**src/rtl/bit_serial_alu_ctrl.sv**
```systemverilog
// Bit-serial ALU sequencer: drives one external 1-bit ALU slice
// LSB-first over WIDTH cycles, plus one extra SLT resolve cycle.
//
// Ports:
//   clk, rst_n          clock, async active-low reset
//   start, op, a, b     request (sampled when ready), opcode, operands
//   ready, done         accepting / one-cycle completion pulse
//   result, zero        WIDTH-bit result and zero flag
//   carry_out, overflow add/sub carry and signed overflow
//   err                 illegal opcode, valid with done
//   slice_ai/bi/ci/less slice data inputs
//   slice_aluop0..2     slice op inputs
//   slice_ri, slice_cinext  slice result bit and carry out
module bit_serial_alu_ctrl #(
  parameter int WIDTH = 8
) (
  input  logic             clk,
  input  logic             rst_n,
  input  logic             start,
  input  logic [2:0]       op,
  input  logic [WIDTH-1:0] a,
  input  logic [WIDTH-1:0] b,
  output logic             ready,
  output logic             done,
  output logic [WIDTH-1:0] result,
  output logic             zero,
  output logic             carry_out,
  output logic             overflow,
  output logic             err,
  output logic             slice_ai,
  output logic             slice_bi,
  output logic             slice_ci,
  output logic             slice_less,
  output logic             slice_aluop0,
  output logic             slice_aluop1,
  output logic             slice_aluop2,
  input  logic             slice_ri,
  input  logic             slice_cinext
);

  localparam int IW = (WIDTH > 1) ? $clog2(WIDTH) : 1;

  typedef enum logic [1:0] {
    IDLE,
    RUN,
    SLT,
    DONE
  } state_t;

  state_t st, st_nx;

  logic [WIDTH-1:0] a_q, b_q, sh, sh_nx;
  logic [2:0]       op_q;
  logic [IW-1:0]    idx;
  logic             cy, cin_msb, sum_msb;
  logic             legal, acc, last, is_slt, arith;
  logic [2:0]       aluop;

  always_comb begin
    legal = 1'b0;
    unique case (1'b1)
      (op == 3'b000): legal = 1'b1;
      (op == 3'b001): legal = 1'b1;
      (op == 3'b010): legal = 1'b1;
      (op == 3'b110): legal = 1'b1;
      (op == 3'b111): legal = 1'b1;
      default:        legal = 1'b0;
    endcase
  end

  assign ready  = (st == IDLE) || (st == DONE);
  assign done   = (st == DONE);
  assign acc    = ready && start;
  assign last   = (idx == IW'(WIDTH - 1));
  assign is_slt = (op_q == 3'b111);
  assign arith  = (op_q[1:0] == 2'b10);

  // slt walks the word as a subtract, then resolves in SLT
  always_comb begin
    slice_ai   = 1'b0;
    slice_bi   = 1'b0;
    slice_ci   = 1'b0;
    slice_less = 1'b0;
    aluop      = 3'b000;
    unique case (st)
      RUN: begin
        slice_ai = a_q[idx];
        slice_bi = b_q[idx];
        slice_ci = cy;
        aluop    = is_slt ? 3'b110 : op_q;
      end
      SLT: begin
        slice_ai   = a_q[0];
        slice_bi   = b_q[0];
        slice_ci   = 1'b1;
        slice_less = sum_msb ^ (cin_msb ^ cy);
        aluop      = 3'b111;
      end
      default: ;
    endcase
  end

  assign slice_aluop0 = aluop[0];
  assign slice_aluop1 = aluop[1];
  assign slice_aluop2 = aluop[2];

  always_comb begin
    sh_nx      = sh;
    sh_nx[idx] = slice_ri;
  end

  always_comb begin
    st_nx = st;
    unique case (st)
      IDLE: if (start) st_nx = legal ? RUN : DONE;
      RUN:  if (last) st_nx = is_slt ? SLT : DONE;
      SLT:  st_nx = DONE;
      DONE: begin
        if (start) st_nx = legal ? RUN : DONE;
        else       st_nx = IDLE;
      end
      default: st_nx = IDLE;
    endcase
  end

  always_ff @(posedge clk or negedge rst_n) begin
    if (!rst_n) st <= IDLE;
    else        st <= st_nx;
  end

  always_ff @(posedge clk or negedge rst_n) begin
    if (!rst_n) begin
      a_q       <= '0;
      b_q       <= '0;
      op_q      <= '0;
      sh        <= '0;
      idx       <= '0;
      cy        <= 1'b0;
      cin_msb   <= 1'b0;
      sum_msb   <= 1'b0;
      result    <= '0;
      zero      <= 1'b1;
      carry_out <= 1'b0;
      overflow  <= 1'b0;
      err       <= 1'b0;
    end else begin
      unique case (st)
        IDLE, DONE: begin
          if (acc && legal) begin
            a_q  <= a;
            b_q  <= b;
            op_q <= op;
            cy   <= op[2];
            idx  <= '0;
            sh   <= '0;
          end else if (acc) begin
            result    <= '0;
            zero      <= 1'b1;
            carry_out <= 1'b0;
            overflow  <= 1'b0;
            err       <= 1'b1;
          end
        end
        RUN: begin
          sh  <= sh_nx;
          cy  <= slice_cinext;
          idx <= last ? '0 : idx + 1'b1;
          if (last) begin
            cin_msb <= cy;
            sum_msb <= slice_ri;
            if (!is_slt) begin
              result    <= sh_nx;
              zero      <= ~|sh_nx;
              carry_out <= arith & slice_cinext;
              overflow  <= arith & (cy ^ slice_cinext);
              err       <= 1'b0;
            end
          end
        end
        SLT: begin
          result    <= {{(WIDTH-1){1'b0}}, slice_ri};
          zero      <= ~slice_ri;
          carry_out <= 1'b0;
          overflow  <= 1'b0;
          err       <= 1'b0;
        end
        default: ;
      endcase
    end
  end

endmodule

```
**config.mk**
```make
export PLATFORM = sky130hd
export DESIGN_NAME = bit_serial_alu_ctrl
export DESIGN_NICKNAME = d
export VERILOG_FILES = /design/src/rtl/bit_serial_alu_ctrl.sv
export SDC_FILE = /design/constraint.sdc
export NUM_CORES = 1
export LEC_CHECK = 0
export CAP_MARGIN = 15
export CORE_MARGIN = 5
export CORE_UTILIZATION = 53
export CTS_CLUSTER_DIAMETER = 200
export CTS_CLUSTER_SIZE = 16
export DETAILED_ROUTE_END_ITERATION = 16
export GPL_TIMING_DRIVEN = 0
export PLACE_DENSITY = 0.77
export SETUP_SLACK_MARGIN = 0.4
export SYNTH_ARGS = -nofsm -noshare
export SYNTH_HDL_FRONTEND = slang
export SYNTH_SLANG_ARGS = --single-unit
```
**constraint.sdc**
```tcl
create_clock -name clk -period 2.6 [get_ports clk]
set_clock_uncertainty 0.1 [all_clocks]
set_input_delay 0.39 -clock clk [delete_from_list [all_inputs] [get_ports clk]]
set_output_delay 0.39 -clock clk [all_outputs]
set_load 0.01 [all_outputs]
```
== After elaboration in Yosys (flattened, before gate mapping) ==
Cells that the tools add are included.
Widths: inputs -> output; s select.

* Register bits: 47
* Memories: 0
* Bits in latches: 0
* ROM bits: 0
* Word-level logic and storage cells: 103
* RAM bits: 0

* Reductions and logical operators: 16
* Multiplexer cells: 48
* Multipliers: 0
* Order comparisons: 2
* Divide/modulo/power cells: 0
* Equality and inequality tests: 16
* Shifts and indexed selects: 0
* Bitwise operators: 6
* Add/sub/neg operators: 1

{| class="wikitable"
|+ Operators by type and width
! kind !! number
|-
| $mux 8 || 5
|-
| $pmux 8 s3 || 1
|-
| $mux 1 || 19
|-
| $pmux 8 s2 || 1
|-
| $eq 3x3->1 const B || 4
|-
| $ne 2x2->1 const B || 6
|-
| $pmux 1 s3 || 4
|-
| $pmux 3 s2 || 2
|-
| $mux 3 || 3
|-
| $bwmux 8 || 1
|-
| $mux 2 || 4
|-
| $pmux 1 s2 || 4
|-
| $pmux 2 s4 || 1
|-
| $reduce_and 2->1 || 4
|-
| $reduce_or 8->1 || 1
|-
| $bmux 1 s3 || 2
|-
| $eq 2x2->1 const B || 3
|-
| $reduce_or 5->1 || 1
|-
| $lt 3x4->1 const B || 1
|-
| $reduce_and 4->1 || 1
|-
| $add 3x1->3 const B || 1
|-
| $demux 1 s3 || 1
|-
| $eq 3x1->1 const B || 1
|-
| $eq 3x2->1 const B || 1
|-
| 12 further kinds || 17
|}

== Longest topological paths before layout ==
* Word-level depth: 10
* Gate-level depth with buffers: 8
* Mapped depth without buffers: 7

== Worst setup path after synthesis ==
Ideal clock, no wire load.

* Path type: register -> register
* Start: register st[0]
* End: register carry_out
* Slack: 509 ps
* Required time: 2375 ps
* Data arrival time: 1866 ps
* Period minus slack after synthesis: 2091 ps
* Library setup time: 125 ps
* Cell stages (with the launch flop): 8
* Cell sequence: dfrtp_1 -> inv_1 -> ha_1 -> buf_4 -> nand2b_4 -> or3_4 -> o211a_4 -> mux2_4

* Word-level cells in the longest chain between the ends: 6
* Elaborated cells on any way between the ends: 14

{| class="wikitable"
|+ Ends and longest elaborated chain
! what !! line !! source
|-
| start: declaration || 50 || <nowiki>state_t st, st_nx;</nowiki>
|-
| start signal: assignment || 128 || <nowiki>else st <= st_nx;</nowiki>
|-
| $eq 2x2->1 or $logic_not 2->1 (tied branches) || 71, 147 ||
|-
| $logic_or 1x1->1 || 71 || <nowiki>assign ready = (st == IDLE) || (st == DONE);</nowiki>
|-
| $logic_and 1x1->1 || 73 || <nowiki>assign acc = ready && start;</nowiki>
|-
| $logic_and 1x1->1 || 149 || <nowiki>if (acc && legal) begin</nowiki>
|-
| $ne 2x2->1 (no source line) || - ||
|-
| $reduce_and 4->1 (no source line) || - ||
|-
| end signal: assignment || 174 || <nowiki>carry_out <= arith & slice_cinext;</nowiki>
|-
| end: declaration || 27 || <nowiki>output logic carry_out,</nowiki>
|}

Parallel ways exist; a longest one is shown, timed or not.
A chain may end at the register's enable or synchronous reset.

== Final worst setup path ==
* Start: register idx[0]
* End: output slice_bi

* Word-level cells in the longest chain between the ends: 3

{| class="wikitable"
|+ Ends and longest elaborated chain
! what !! line !! source
|-
| start: declaration || 54 || <nowiki>logic [IW-1:0] idx;</nowiki>
|-
| start signal: assignment || 167 || <nowiki>idx <= last ? '0 : idx + 1'b1;</nowiki>
|-
| $bmux 1 s3 || 88 || <nowiki>slice_bi = b_q[idx];</nowiki>
|-
| $mux 1 (not written as such) || 88 ||
|-
| $pmux 1 s2 || 85 || <nowiki>unique case (st)</nowiki>
|-
| end: declaration || 31 || <nowiki>output logic slice_bi,</nowiki>
|}

Every way passes these cells. The select of a mux whose other input is x is not followed.

==> impl_metrics.csv <==
group,metric,value,unit
run_status,status,"finished clean",
synth,synth_area_leaders,"dfrtp_1 (43%), mux2_4 (11%), mux2i_1 (3.4%)",
sta,tns,0,ns
synth,synth_fa_ha_area_frac,0.0326,
drt,route.vias.total,2234,
floorplanning,rows,26,
synth,ys_warn_count,0,
floorplanning,dieArea,0.00659,sq mm
clock_tree,cts-root-buf,"clkbuf_8",
global_routing,grt_pass1_vias,2286,
synth,synth-edff-count,0,
sta,slew_viol_final,0,
synth,netlist_area,0.00269,sq mm
synth,yosysTopAreaCell,"dfrtp_1",
global_routing,grt_overflow,0,
synth,synth_top_area_frac,0.429,
power_and_ir_drop,p_total,4.30,mW
drt,vias_per_cell,5.64,
job,drv_cap,0,
finish,layout-drive-gt1-share,0.304,
critical_path,max_stage_delay,0.39,ns
floorplanning,start_util,0.536,
drt,firstDrtPassIters,4,
drt,avgRoutedWirePerCell,17.3,microns
finish,syn2layout_area_growth,37.0,%
finish,fillerInstances,354,
sta,finalHoldViolCount,0,
clock_tree,htreeDepth,2,
sta,min_period,2.39,ns
finish,stdcell_count,396,
clock_tree,clkTransAtPathRegs,0.09,ns
floorplanning,die_h,81.2,microns
synth,synth_compound_area_frac,0.186,
synth,syn_inst,248,
synth,synth_seq_cells,47,
clock_tree,cts_tree,"built",
global_routing,grt_pass1_wl,11300,microns
power_and_ir_drop,power_density,1170,mW/mm^2
hold_path,hold_class,"reg -> reg",
synth,async_reset_ff_frac,1.00,
floorplanning,core,0.00501,sq mm
synth,ys_types,48,
sta,fmax,419,MHz
finish,layout.nets,356,
placed_design,io_buffers,44,
critical_path,critPathLaunchType,"flop",
sta,min_period_over_period,0.918,
placed_design,place_congestion,0.826,
synth,yosysSeqAreaShare,0.438,
critical_path,cp_slowest_cell,"dfrtp_1",
sta,relSlewSlack,0.609,
drt,ant_nets,0,
synth,synth-main-ff-cell,"dfrtp_1",
finish,final_area,0.00368,sq mm
drt,drt-initial-drc-count,125,
floorplanning,pin_count,45,
critical_path,cp-end-kind,"primary output",
critical_path,critical_path_class,"reg -> out",
finish,diodes,0,
critical_path,cp_cell_sequence,"buf_4 > nor2b_2 > a221oi_2 > a31oi_1 > o21ai_1 > a21oi_1 > buf_2",
critical_path,worstPathRequired,2.11,ns
clock_tree,cts.sinks,47,
synth,synth_top_family_by_area,"compound AO/OA/AOI/OAI gates",
sta,final-setup-viol-count,0,
drt,wl,6860,microns
synth,avgSynthCellArea,10.8,sq um
clock_tree,cts_buffers,5,
synth,synthSimpleGateAreaFrac,0.135,
placed_design,dp_hpwl,4420,microns
placed_design,dpl.cell_count,363,
synth,synth_xor_xnor_area_share,0.00979,
power_and_ir_drop,p_leak,1.70,nW
sta,whs,0.397,ns
clock_tree,clockBufferDepth,2,
synth,syn_nets,279,
critical_path,path_max_fanout,10,
synth,synthMuxAreaShare,0.152,
critical_path,arrival,1.90,ns
floorplanning,die_x,81.2,microns
power_and_ir_drop,ir_drop,814,uV
drt,drc,0,
global_routing,grt_antenna_before_repair,0,
placed_design,placed_area,0.00323,sq mm
sta,worstMarginPinSlew,0.587,ns
global_routing,grt_max_degree,27,
sta,grt_setup_unrepaired,"true",
global_routing,grt_use_total,0.226,
clock_tree,insertion_delay,0.30,ns
-- metal layers --
layer	vias up	GRT usage	part of all wire
li1	1052	-	-
met1	1104	0.298	0.44
met2	66	0.381	0.49
met3	12	0.0421	0.055
met4	0	0.0574	0.015
met5	-	0	0
-- cell type report --
class	count	area [sq um]	area share
plain buffers	16	196	0.0534
clock buffers	8	100	0.0272
inverters	6	26.3	0.00714
multi-input cells	179	1480	0.401
flip-flops and latches	47	1180	0.320
well taps	70	87.6	0.0238
repair buffers	70	617	0.168
-- cell usage after synthesis, drive strengths merged (3+ instances only) --
cell and count:
mux2i 9, nor3b 3, a31oi 3, a22o 8, xnor2 3, nor3 3, o2bb2ai 8, mux2 22
inv 6, a21o 3, nor2 17, o31ai 4, clkbuf 7, nand2b 4, o21ai 15, nor2b 9
a21oi 9, a22oi 3, nand3 6, nand2 20, buf 9, dfrtp 46, ha 7
-- logic make-up after synthesis --
family,Yosys count
adders and majority gates,7
buffers and inverters,22
and+or+nand+nor,70
AOI/OAI and AO/OA,68
xor gates and xnor gates,3
DFF,47
muxes,31
-- cells in the final DEF (no fill, tap or decap), types with 6 or more instances in the layout --
| cell type | count |
|---|---|
| buf_6 | 6 |
| o21ai_0 | 13 |
| o2bb2ai_1 | 7 |
| buf_4 | 25 |
| mux2_4 | 19 |
| clkbuf_8 | 8 |
| a22o_1 | 8 |
| buf_2 | 6 |
| mux2i_1 | 9 |
| nand3_1 | 6 |
| nand2_1 | 20 |
| clkdlybuf4s50_1 | 35 |
| nor2_1 | 16 |
| dfrtp_1 | 46 |
| nor2b_1 | 7 |
-- final timing paths --
path,startpoint,endpoint,slack (ns),cells past startpoint
min,result[4],result[4],0.40,1
max,idx[0],slice_bi,0.21,7
max reg2reg,st[1],a_q[7],0.44,7
max in group asynchronous,rst_n,zero,1.29,3
min reg2reg,result[4],result[4],0.40,1
min in group asynchronous,rst_n,b_q[1],0.50,2
-- where the power goes --
| group | leakage (nW) | total (mW) | internal, mW | switching (mW) |
|---|---|---|---|---|
| Clock | 0.0515 | 0.491 | 0.243 | 0.248 |
| Combinational | 1.04 | 2.63 | 1.40 | 1.22 |
| Sequential | 0.600 | 1.18 | 0.983 | 0.195 |
-- sequential cells by signal, indices dropped and copies added (netlist names), 2 cells and up --
signal,count
op_q,3
a_q,8
result,8
st,2
b_q,8
sh,8
idx,3
-- through the flow --
stage / worst slack, ns / utilization
global route: 0.166 / 0.735
detailed placement: -0.353 / 0.644
global placement: -0.336 / 0.641
CTS: 0.281 / 0.721
finish: 0.213 / 0.735
floorplan: 0.509 / -
-- critical path, delay by kind of cell (launching register included) --
kind	cells	cell delay, ns
AOI/OAI and AO/OA	4	0.69
DFF	1	0.39
buffers and inverters	2	0.32
and+or+nand+nor	1	0.20
-- what timing repair did --
action                                  in CTS  in global routing
pin swaps                                    8                  2
hold buffers                                 1                  0
setup buffers                               20                  4
gates resized for setup                     57                 19
hold endpoints to repair                    21                  0
endpoints found under the setup margin      43                 45
gates cloned                                 0                  0
Power figures use the tool's default switching activity.
